## src/rtl/volt_rx4.sv

```systemverilog
// Pin input receiver: Schmitt-trigger thresholding of a 4-bit pin level against vdd,
// followed by a debounce FSM producing a clean level, edge pulses and a sticky interrupt flag.
module volt_rx4 #(
    parameter int HI_NUM = 6,
    parameter int LO_NUM = 2,
    parameter int DEB    = 3
) (
    input  logic       clk,
    input  logic       rst,
    input  logic       smp,
    input  logic [3:0] vdd,
    input  logic [3:0] pin,
    input  logic       intedg,
    input  logic       int_clr,
    output logic       level,
    output logic       rise,
    output logic       fall,
    output logic       int_flag
);

    typedef enum logic [1:0] {
        S_LOW    = 2'd0,
        S_CONF_H = 2'd1,
        S_HIGH   = 2'd2,
        S_CONF_L = 2'd3
    } state_t;

    localparam logic [6:0] HI_W  = 7'(HI_NUM);
    localparam logic [6:0] LO_W  = 7'(LO_NUM);
    localparam logic [4:0] DEB_W = 5'(DEB);

    logic [6:0] w_prod_hi;
    logic [6:0] w_prod_lo;
    logic [3:0] w_vih;
    logic [3:0] w_vil;

    logic       r_sch;
    state_t     r_state;
    state_t     w_state_next;
    logic [3:0] r_cnt;
    logic [3:0] w_cnt_next;
    logic       w_cnt_done;

    logic       r_level;
    logic       r_rise;
    logic       r_fall;
    logic       r_int_flag;
    logic       w_level_next;
    logic       w_rise_next;
    logic       w_fall_next;
    logic       w_int_set;

    // Thresholds are fractions of vdd in eighths, truncated toward zero.
    assign w_prod_hi = {3'b000, vdd} * HI_W;
    assign w_prod_lo = {3'b000, vdd} * LO_W;
    assign w_vih     = 4'(w_prod_hi >> 3);
    assign w_vil     = 4'(w_prod_lo >> 3);

    always_ff @(posedge clk) begin
        if (rst) begin
            r_sch <= 1'b0;
        end else if (smp) begin
            if (vdd == 4'd0) begin
                r_sch <= 1'b0;
            end else if (pin >= w_vih) begin
                r_sch <= 1'b1;
            end else if (pin <= w_vil) begin
                r_sch <= 1'b0;
            end
        end
    end

    // State register, including the registered outputs derived from the next state.
    always_ff @(posedge clk) begin
        if (rst) begin
            r_state    <= S_LOW;
            r_cnt      <= 4'd0;
            r_level    <= 1'b0;
            r_rise     <= 1'b0;
            r_fall     <= 1'b0;
            r_int_flag <= 1'b0;
        end else begin
            r_state <= w_state_next;
            r_cnt   <= w_cnt_next;
            r_level <= w_level_next;
            r_rise  <= w_rise_next;
            r_fall  <= w_fall_next;
            if (w_int_set) begin
                r_int_flag <= 1'b1;
            end else if (int_clr) begin
                r_int_flag <= 1'b0;
            end
        end
    end

    assign w_cnt_done = (({1'b0, r_cnt} + 5'd1) == DEB_W);

    always_comb begin
        w_state_next = r_state;
        w_cnt_next   = r_cnt;
        if (smp) begin
            case (r_state)
                S_LOW: begin
                    if (r_sch) begin
                        if (DEB == 1) begin
                            w_state_next = S_HIGH;
                        end else begin
                            w_state_next = S_CONF_H;
                            w_cnt_next   = 4'd1;
                        end
                    end
                end
                S_CONF_H: begin
                    if (!r_sch) begin
                        w_state_next = S_LOW;
                        w_cnt_next   = 4'd0;
                    end else if (w_cnt_done) begin
                        w_state_next = S_HIGH;
                        w_cnt_next   = 4'd0;
                    end else begin
                        w_cnt_next   = r_cnt + 4'd1;
                    end
                end
                S_HIGH: begin
                    if (!r_sch) begin
                        if (DEB == 1) begin
                            w_state_next = S_LOW;
                        end else begin
                            w_state_next = S_CONF_L;
                            w_cnt_next   = 4'd1;
                        end
                    end
                end
                default: begin
                    if (r_sch) begin
                        w_state_next = S_HIGH;
                        w_cnt_next   = 4'd0;
                    end else if (w_cnt_done) begin
                        w_state_next = S_LOW;
                        w_cnt_next   = 4'd0;
                    end else begin
                        w_cnt_next   = r_cnt + 4'd1;
                    end
                end
            endcase
        end
    end

    // Pulses fire only on a real debounced transition, never on a glitch returning home.
    always_comb begin
        w_level_next = (w_state_next == S_HIGH) || (w_state_next == S_CONF_L);
        w_rise_next  = (w_state_next == S_HIGH) &&
                       ((r_state == S_LOW) || (r_state == S_CONF_H));
        w_fall_next  = (w_state_next == S_LOW) &&
                       ((r_state == S_HIGH) || (r_state == S_CONF_L));
        w_int_set    = (w_rise_next && intedg) || (w_fall_next && !intedg);
    end

    assign level    = r_level;
    assign rise     = r_rise;
    assign fall     = r_fall;
    assign int_flag = r_int_flag;

endmodule

```

## config.mk

```make
export PLATFORM = sky130hd
export DESIGN_NAME = volt_rx4
export DESIGN_NICKNAME = d
export VERILOG_FILES = /design/src/rtl/volt_rx4.sv
export SDC_FILE = /design/constraint.sdc
export NUM_CORES = 1
export LEC_CHECK = 0
export BUFFER_PORTS_ARGS = -buffer_cell sky130_fd_sc_hd__buf_4
export CAP_MARGIN = 20
export CORE_UTILIZATION = 47
export CTS_BUF_LIST = sky130_fd_sc_hd__clkbuf_16
export CTS_CLUSTER_SIZE = 40
export DETAILED_ROUTE_END_ITERATION = 8
export PLACE_DENSITY_LB_ADDON = 0.08
export SLEW_MARGIN = 20
export SYNTH_ARGS = -nofsm -noshare
export SYNTH_HDL_FRONTEND = slang
export SYNTH_SLANG_ARGS = --single-unit
```

## constraint.sdc

```tcl
create_clock -name clk -period 1.8 [get_ports clk]
set_clock_uncertainty 0.1 [all_clocks]
set_input_delay 0.18 -clock clk [delete_from_list [all_inputs] [get_ports clk]]
set_output_delay 0.18 -clock clk [all_outputs]
set_load 0.05 [all_outputs]
```

==> results.py, run 1 <==
metrics = {
    "run_status": {
        "status": "completed",
    },
    "detailed_routing": {
        "drt_drc_violations_left": 0,
        "totalWireLength_um": 1810,
        "route.met3.wl_um": 61,
        "routed_length_on_met1_um": 923,
        "drtAntennaViolNets": 0,
        "routed.top_layer": "met3",
        "met2_wirelength_um": 823,
        "vias": 756,
        "drt_first_iter_violations": 15,
        "wl_per_cell_um": 13.4,
        "route.detailed.vias_per_inst": 5.60,
        "drt_pass1_iterations": 4,
    },
    "pwr": {
        "p_leak_nw": 0.492,
        "vdd_drop_max_mv": 0.685,
        "p_per_area_mw_per_mm2": 715,
    },
    "critical_path": {
        "critPathBufInv": 1,
        "crit_path_end_kind": "register",
        "critPathSlowestCell": "sky130_fd_sc_hd__o31ai_1",
        "capturing_point_of_the_worst_reg2reg_path": "r_state[1]",
        "path_common_cell": "sky130_fd_sc_hd__a21oi_1",
        "flop_to_flop_setup_slack_ns": 0.14,
        "setup.worst_path.start_class": "input pin",
        "critical-path-max-stage-delay_ns": 0.25,
        "critical_register_to_register_path_startpoint": "r_cnt[1]",
        "worstPathArrival_ns": 1.68,
        "worstPathCellList": "buf_8 -> ha_4 -> a31o_4 -> a21oi_2 -> xnor2_1 -> ha_1 -> o21ai_1 -> a21oi_1 -> o31ai_1 -> a21oi_1",
        "cpLargestDelayFamily": "compound AO/OA/AOI/OAI gates",
        "worst-r2r-cell-count": 5,
        "worst-endpoint-required_ns": 1.81,
        "critical_path.max_fanout": 3,
        "crit_type": "in -> reg",
    },
    "flow_run": {
        "maxCapViolCount": 0,
    },
    "logic_synthesis": {
        "postSynthRegisterBits": 11,
        "yosys.area_share.simple": 0.164,
        "synth_warnings": 0,
        "avgSynthCellArea_um2": 8.84,
        "post_synth_mux_area_share": 0.0256,
        "unique_cell_type_count_in_the_yosys_netlist": 35,
        "synth-compound-area-share": 0.244,
        "post_synth_inst_count": 94,
        "synthesis.nets": 120,
        "synth_top_cell_area_share": 0.265,
        "syn-cell-area_um2": 831,
        "synth_fa_ha_area_frac": 0.205,
        "synth_top_family_by_area": "compound AO/OA/AOI/OAI gates",
        "synthXorXnorAreaFrac": 0.0407,
        "post_synth_main_area_contributors": "sky130_fd_sc_hd__dfxtp_1 27%, sky130_fd_sc_hd__ha_1 18%, sky130_fd_sc_hd__a21oi_1 4.8%, sky130_fd_sc_hd__inv_1 4.5%, sky130_fd_sc_hd__nor4b_2 3.6%",
        "synth-seq-area-share": 0.265,
        "yosys.area.top_type": "sky130_fd_sc_hd__dfxtp_1",
    },
    "layout": {
        "nFillCells": 124,
        "area_of_the_multi_input_gates_um2": 604,
        "layout-drive-gt1-share": 0.336,
        "post_layout_nonfiller_instances": 135,
        "area_grow_syn2layout_pct": 37.8,
        "layout_common_cells": "21 x sky130_fd_sc_hd__buf_4, 11 x sky130_fd_sc_hd__dfxtp_1, 10 x sky130_fd_sc_hd__inv_1, 10 x sky130_fd_sc_hd__ha_1",
        "sequential_cell_area_um2": 220,
        "ant_diodes": 0,
        "final_design_instance_area_without_fill_mm2": 0.00114,
        "layout.core_utilization": 0.726,
        "layout.nets": 146,
        "most_common_cell_after_layout_fill_and_taps_aside": "sky130_fd_sc_hd__buf_4",
    },
    "clock_network": {
        "clk-insertion-delay-late_ns": 0.24,
        "clock-sinks": 11,
        "path_clk_slew_ns": 0.04,
        "clk_root_buffer_cell": "sky130_fd_sc_hd__clkbuf_16",
        "cts_inserted_buffers": 3,
        "tritoncts": "built",
        "cts.path.max_buffers": 2,
        "cts_hold_repair.buffers": 0,
        "htree_num_levels": 1,
    },
    "sta": {
        "timing.final.setup_violations": 0,
        "final-hold-violation-count": 0,
        "timing_worst_slew_pin_value_ns": 0.416,
        "final.min_clock_period_ns": 1.67,
        "unrepaired_setup_endpoints_after_global_routing": "true",
        "clock.fmax_mhz": 598,
        "max-slew-margin-rel": 0.719,
        "final-max-slew-violation-count": 0,
        "final_min_period_over_clock_period": 0.929,
    },
    "min_path": {
        "timing.hold.worst_endpoint": "r_cnt[1]",
        "whs_path_depth": 2,
        "launch_instance_of_the_worst_min_delay_path": "rst",
        "worstHoldPathType": "in -> reg",
    },
    "floorplan": {
        "total_core_area_mm2": 0.00158,
        "num_rows": 14,
        "floorplan.io_pins": 17,
        "die-height_um": 44.0,
        "floorplan.die.width_um": 44.0,
        "die_area_mm2": 0.00194,
        "initial_utilization": 0.527,
    },
    "placed_design": {
        "dpl_cell_area_mm2": 0.00102,
        "place.gp.congestion": 0.788,
        "port_buffers": 16,
        "post-dp-hpwl_um": 1400,
        "placed_cells_incl_taps": 131,
    },
    "global_route": {
        "grt_first_pass_wirelength_um": 3220,
        "grt_antenna_before_repair": 0,
        "first_global_vias": 733,
        "maximum_number_of_pins_on_one_net_before_global_route_repair": 12,
        "gr-total-overflow": 0,
        "overall_routing_resource_usage": 0.222,
    },
}
## timing repair
item / in CTS / in global routing
buffers inserted: 0 / 0
endpoints found under the setup margin: 0 / 1
hold endpoints to repair: 0 / 0
gates resized for setup: 0 / 9
## layer usage
layer	up-vias	track usage
li1	389	-
met1	354	0.312
met2	13	0.356
met3	0	0.0612
met4	0	0.0182
met5	-	0
## cells by family after synthesis
group	Yosys count
xor gates and xnor gates	3
muxes	2
adders and majority gates	13
DFF	11
AOI/OAI and AO/OA	29
and+or+nand+nor	24
buffers and inverters	12
## flip-flops by register name (all words and copies together), names as in the netlist
name,flops
level,1
r_sch,1
fall,1
r_cnt,4
rise,1
int_flag,1
r_state,2
## stage by stage
step                setup TNS [ns]  hold slack (ns)  worst slack (ns)  total power, mW
finish                           0           0.0903             0.127            0.819
global placement            -0.160            0.339            -0.160            0.399
CTS                              0           0.0918            0.0367            0.810
floorplan                        0            0.154            0.0175            0.347
detailed placement          -0.210            0.342            -0.210            0.406
global route               -0.0296            0.113           -0.0296            0.858
## how the worst max path moves through the flow
stage | start | end | slack (ns) | cells after the start
detailed placement | vdd[1] | r_sch | -0.21 | 10
finish | vdd[2] | r_sch | 0.13 | 10
global route | vdd[2] | r_sch | -0.03 | 10
global placement | vdd[1] | r_sch | -0.16 | 10
floorplan | vdd[1] | r_sch | 0.02 | 9
CTS | vdd[1] | r_sch | 0.04 | 10
## where the power goes
group          switching (mW)  internal, mW  leakage [nW]
clock                   0.110         0.292        0.0423
sequential            0.00761         0.250        0.0889
combinational          0.0768        0.0826         0.361
## cell type report
class | count | share of cell area
Multi-Input combinational cell | 71 | 0.528
Tap cell | 16 | 0.0175
Clock inverter | 1 | 0.00328
Sequential cell | 11 | 0.192
Inverter | 10 | 0.0328
Clock buffer | 3 | 0.0656
Timing Repair Buffer | 23 | 0.161
## synth_stat cells
cell type                    n
sky130_fd_sc_hd__a211oi_1    1
sky130_fd_sc_hd__a21boi_0    1
sky130_fd_sc_hd__a21boi_2    1
sky130_fd_sc_hd__a21o_1      1
sky130_fd_sc_hd__a21oi_1     8
sky130_fd_sc_hd__a21oi_2     2
sky130_fd_sc_hd__a2bb2oi_1   1
sky130_fd_sc_hd__a31o_2      1
sky130_fd_sc_hd__a32oi_1     3
sky130_fd_sc_hd__buf_2       1
sky130_fd_sc_hd__clkbuf_1    1
sky130_fd_sc_hd__dfxtp_1    11
sky130_fd_sc_hd__fa_1        1
sky130_fd_sc_hd__ha_1       12
sky130_fd_sc_hd__inv_1      10
sky130_fd_sc_hd__mux2_2      1
sky130_fd_sc_hd__mux2i_1     1
sky130_fd_sc_hd__nand2_1     7
sky130_fd_sc_hd__nand2b_1    2
sky130_fd_sc_hd__nand3_1     2
sky130_fd_sc_hd__nor2_1      6
sky130_fd_sc_hd__nor2b_1     2
sky130_fd_sc_hd__nor3_1      1
sky130_fd_sc_hd__nor3_2      1
sky130_fd_sc_hd__nor3b_1     1
sky130_fd_sc_hd__nor4b_2     2
sky130_fd_sc_hd__o21ai_0     3
sky130_fd_sc_hd__o21ai_1     1
sky130_fd_sc_hd__o22ai_1     1
sky130_fd_sc_hd__o311ai_0    1
sky130_fd_sc_hd__o31ai_1     2
sky130_fd_sc_hd__o41ai_1     2
sky130_fd_sc_hd__xnor2_1     1
sky130_fd_sc_hd__xor2_1      1
sky130_fd_sc_hd__xor2_2      1
No activity file was read; power rests on OpenSTA's default activity.
==> run 2, diff against run 1 <==
Settings changed: CELL_PAD_IN_SITES_DETAIL_PLACEMENT set to 1, CELL_PAD_IN_SITES_GLOBAL_PLACEMENT set to 2, CORE_UTILIZATION 47 to 28.
==> results.py, run 2 (synthesized netlist as in run 1, its figures left out) <==
metrics = {
    "layout": {
        "ant_diodes": 0,
        "layout.nets": 147,
        "layout_common_cells": "23 x sky130_fd_sc_hd__buf_4, 11 x sky130_fd_sc_hd__dfxtp_1, 10 x sky130_fd_sc_hd__inv_1",
        "largest_register_ff_count": 4,
        "area_grow_syn2layout_pct": 41.0,
        "layout-drive-gt1-share": 0.350,
        "top_regs": "r_cnt x4, r_state x2",
        "post_layout_nonfiller_instances": 151,
        "most_common_cell_after_layout_fill_and_taps_aside": "sky130_fd_sc_hd__buf_4",
        "top_register": "r_cnt",
    },
    "clock_network": {
        "tritoncts": "built",
        "clock-sinks": 11,
        "clk_root_buffer_cell": "sky130_fd_sc_hd__clkbuf_16",
        "cts_hold_repair.buffers": 0,
        "htree_num_levels": 1,
        "path_clk_slew_ns": 0.04,
        "cts_inserted_buffers": 3,
        "cts.path.max_buffers": 2,
        "clk-insertion-delay-late_ns": 0.24,
    },
    "sta": {
        "final-hold-violation-count": 0,
        "timing_worst_slew_pin_value_ns": 0.372,
        "final-max-slew-violation-count": 0,
        "clock.fmax_mhz": 583,
        "final_min_period_over_clock_period": 0.953,
        "timing.final.setup_violations": 0,
        "setup-tns-final_ns": 0,
        "final.min_clock_period_ns": 1.71,
        "final.hold.worst_slack_ns": 0.0960,
        "max-slew-margin-rel": 0.749,
    },
    "critical_path": {
        "crit_type": "in -> reg",
        "capturing_point_of_the_worst_reg2reg_path": "level",
        "flop_to_flop_setup_slack_ns": 0.17,
        "worstPathArrival_ns": 1.73,
        "worst-endpoint-required_ns": 1.82,
        "critical_register_to_register_path_startpoint": "r_cnt[0]",
        "crit_path_end_kind": "register",
        "critical_path.max_fanout": 4,
        "worst-r2r-cell-count": 5,
        "setup.worst_path.start_class": "input pin",
    },
    "floorplan": {
        "die_area_mm2": 0.00319,
        "num_rows": 19,
        "total_core_area_mm2": 0.00278,
        "die-height_um": 56.5,
        "initial_utilization": 0.299,
        "floorplan.die.width_um": 56.5,
        "floorplan.io_pins": 17,
    },
    "global_route": {
        "grt_antenna_before_repair": 0,
        "maximum_number_of_pins_on_one_net_before_global_route_repair": 12,
        "grt_first_pass_wirelength_um": 3510,
        "first_global_vias": 790,
        "overall_routing_resource_usage": 0.146,
        "gr-total-overflow": 0,
    },
    "placed_design": {
        "post-dp-hpwl_um": 1520,
        "port_buffers": 16,
        "place.gp.congestion": 0.741,
        "placed_cells_incl_taps": 146,
    },
    "pwr": {
        "p_per_area_mw_per_mm2": 703,
        "p_leak_nw": 0.487,
        "vdd_drop_max_mv": 0.719,
    },
    "detailed_routing": {
        "drt_pass1_iterations": 4,
        "drt_first_iter_violations": 12,
        "totalWireLength_um": 2010,
        "drt_drc_violations_left": 0,
        "route.detailed.vias_per_inst": 5.08,
        "vias": 767,
        "wl_per_cell_um": 13.3,
        "drtAntennaViolNets": 0,
    },
    "flow_run": {
        "maxCapViolCount": 0,
    },
    "min_path": {
        "worstHoldPathType": "in -> reg",
        "whs_path_depth": 2,
        "launch_instance_of_the_worst_min_delay_path": "rst",
        "timing.hold.worst_endpoint": "r_cnt[1]",
    },
    "run_status": {
        "status": "completed",
    },
}
run 2: critical path, stage by stage:
cell and delay, ns:
sky130_fd_sc_hd__buf_6 0.10, sky130_fd_sc_hd__clkinvlp_4 0.13, sky130_fd_sc_hd__fa_2 0.54, sky130_fd_sc_hd__inv_1 0.07, sky130_fd_sc_hd__ha_4 0.21, sky130_fd_sc_hd__nor2_1 0.10, sky130_fd_sc_hd__a21oi_1 0.07, sky130_fd_sc_hd__o31ai_1 0.23
sky130_fd_sc_hd__a21oi_1 0.09
run 2: worst max-delay path by stage:
stage               startpoint     to  slack [ns]
floorplan               vdd[1]  r_sch        0.02
global placement        vdd[1]  r_sch       -0.18
detailed placement      vdd[1]  r_sch       -0.20
CTS                     vdd[1]  r_sch        0.05
global route            vdd[2]  r_sch      -0.004
finish                  vdd[2]  r_sch        0.09
run 2: what timing repair did:
item | 4_1_cts | 5_1_grt
resized for setup | 0 | 6
setup buffers | 0 | 1
setup endpoints to repair | 0 | 1
run 2: through the flow:
step	worst slack, ns	power, mW	utilization	area (um2)
floorplan	0.0175	0.347	-	835
global placement	-0.184	0.405	0.373	1040
detailed placement	-0.202	0.407	0.373	1040
CTS	0.0526	0.825	0.401	1120
global route	-0.00359	0.873	0.421	1170
finish	0.0851	0.823	0.421	1170
run 2: layout make-up:
class | instances | area (um2)
repair buffers | 24 | 184
well taps | 31 | 38.8
flip-flops and latches | 11 | 220
inverters | 10 | 41.3
multi-input cells | 71 | 608
clock inverters | 1 | 3.75
clock buffers | 3 | 75.1
fillers | 335 | 1610
run 2: power breakdown:
group,internal [mW],leakage [nW],switching [mW]
combinational,0.0804,0.356,0.0772
sequential,0.250,0.0889,0.00779
clock,0.292,0.0423,0.115
run 2: per-layer routing:
layer	routed length (um)	GRT usage	up-vias	part of all wire
met1	1060	0.188	355	0.53
li1	-	-	392	-
met3	103	0.0484	5	0.051
met4	37	0.0732	0	0.018
met2	807	0.217	15	0.40
met5	0	0	-	0
==> run 3, diff against run 2 <==
Settings changed: MAX_ROUTING_LAYER set to met4.
==> results.py, run 3 (synthesized netlist as in run 1, its figures left out) <==
metrics = {
    "floorplan": {
        "floorplan.die.width_um": 56.5,
        "die_area_mm2": 0.00319,
        "floorplan.io_pins": 17,
        "total_core_area_mm2": 0.00278,
        "die-height_um": 56.5,
        "num_rows": 19,
        "initial_utilization": 0.299,
    },
    "clock_network": {
        "path_clk_slew_ns": 0.04,
        "htree_num_levels": 1,
        "cts_inserted_buffers": 3,
        "clk_root_buffer_cell": "sky130_fd_sc_hd__clkbuf_16",
        "cts.path.max_buffers": 2,
        "clk-insertion-delay-late_ns": 0.24,
        "tritoncts": "built",
        "clock-sinks": 11,
        "cts_hold_repair.buffers": 0,
    },
    "layout": {
        "layout.nets": 147,
        "nFillCells": 335,
        "top_register": "r_cnt",
        "largest_register_ff_count": 4,
        "layout_common_cells": "23 x sky130_fd_sc_hd__buf_4, 11 x sky130_fd_sc_hd__dfxtp_1, 10 x sky130_fd_sc_hd__inv_1",
        "layout.core_utilization": 0.421,
        "layout-drive-gt1-share": 0.350,
        "area_grow_syn2layout_pct": 41.0,
        "top_regs": "r_cnt x4, r_state x2",
        "most_common_cell_after_layout_fill_and_taps_aside": "sky130_fd_sc_hd__buf_4",
        "ant_diodes": 0,
    },
    "placed_design": {
        "place.gp.congestion": 0.750,
        "dp_slack_ns": -0.202,
        "port_buffers": 16,
        "post-dp-hpwl_um": 1520,
    },
    "detailed_routing": {
        "drt_drc_violations_left": 0,
        "route.detailed.vias_per_inst": 5.08,
        "totalWireLength_um": 2010,
        "wl_per_cell_um": 13.3,
        "drt_first_iter_violations": 12,
        "vias": 767,
        "drt_pass1_iterations": 4,
        "drtAntennaViolNets": 0,
    },
    "global_route": {
        "gr-total-overflow": 0,
        "maximum_number_of_pins_on_one_net_before_global_route_repair": 12,
        "grt_first_pass_wirelength_um": 3510,
        "grt_antenna_before_repair": 0,
        "overall_routing_resource_usage": 0.150,
        "first_global_vias": 790,
    },
    "sta": {
        "final-hold-violation-count": 0,
        "timing.final.setup_violations": 0,
        "clock.fmax_mhz": 583,
        "final_min_period_over_clock_period": 0.953,
        "final-max-slew-violation-count": 0,
        "final.min_clock_period_ns": 1.71,
        "timing_worst_slew_pin_value_ns": 0.372,
        "max-slew-margin-rel": 0.749,
        "worst_slack_ns": 0.0851,
    },
    "critical_path": {
        "crit_type": "in -> reg",
        "critical_path.max_fanout": 4,
        "setup.worst_path.start_class": "input pin",
        "critical-path-max-stage-delay_ns": 0.54,
        "crit_path_end_kind": "register",
        "critPathSlowestCell": "sky130_fd_sc_hd__fa_2",
        "cpLargestDelayFamily": "adder cells",
        "worstPathArrival_ns": 1.73,
        "worstPathCellList": "buf_6 -> clkinvlp_4 -> fa_2 -> inv_1 -> ha_4 -> nor2_1 -> a21oi_1 -> o31ai_1 -> a21oi_1",
        "critPathBufInv": 3,
        "path_common_cell": "sky130_fd_sc_hd__a21oi_1",
        "worst-endpoint-required_ns": 1.82,
    },
    "pwr": {
        "vdd_drop_max_mv": 0.719,
        "power.combinational.fraction": 0.192,
        "power.sequential.fraction": 0.313,
        "power.total_uw": 823,
        "cellInternalPower_uw": 623,
        "switchingPower_uw": 200,
        "p_per_area_mw_per_mm2": 703,
        "power.share.clock": 0.495,
        "p_leak_nw": 0.487,
        "power.share.switching": 0.243,
    },
    "flow_run": {
        "maxCapViolCount": 0,
    },
    "min_path": {
        "worstHoldPathType": "in -> reg",
    },
    "run_status": {
        "status": "completed",
    },
}
run 3: cell counts in the layout (fill, tap and decap cells not counted):
No cell type changed its count.
run 3: metal layers:
layer  part of all wire  up-vias  track usage
li1                   -      392            -
met1               0.53      355        0.188
met2               0.40       15        0.217
met3              0.051        5       0.0484
met4              0.018        0       0.0732
met5                  0        -            -
run 3: final cells by class:
class,count,area [um2],share of cell area
sequential,11,220,0.188
timing repair buffer,24,184,0.157
clock buffer,3,75.1,0.0641
tap,31,38.8,0.0331
inverter,10,41.3,0.0353
clock inverter,1,3.75,0.00321
multi-input combinational,71,608,0.519
run 3: timing repair:
item,in CTS,in global routing
buffers inserted,0,1
endpoints found under the setup margin,0,1
resized for setup,0,6
run 3: final timing paths:
| check | startpoint | endpoint | slack [ns] | cells after the start |
|---|---|---|---|---|
| setup / recovery | vdd[2] | r_sch | 0.09 | 9 |
| hold / removal | rst | r_cnt[1] | 0.1 | 2 |
| setup reg to reg | r_cnt[0] | level | 0.17 | 5 |
| hold reg to reg | int_flag | int_flag | 0.38 | 2 |
run 3: through the flow:
| stage | cells | setup TNS, ns | hold slack [ns] | instance area (um2) |
|---|---|---|---|---|
| 2_1_floorplan | 94 | 0 | 0.154 | 835 |
| 3_3_place_gp | 146 | -0.184 | 0.349 | 1040 |
| 3_5_place_dp | 146 | -0.202 | 0.349 | 1040 |
| 4_1_cts | 150 | 0 | 0.0930 | 1120 |
| 5_1_grt | 151 | -0.00360 | 0.110 | 1170 |
| 6_report | 151 | 0 | 0.0959 | 1170 |
run 3: power groups by stage:
stage                     sequential (mW)  combinational, mW  clock (mW)
after floorplan                     0.262             0.0855           0
after global placement              0.262              0.142           0
after detailed placement            0.263              0.145           0
after CTS                           0.258              0.145       0.421
after global routing                0.259              0.181       0.433
final                               0.258              0.158       0.407
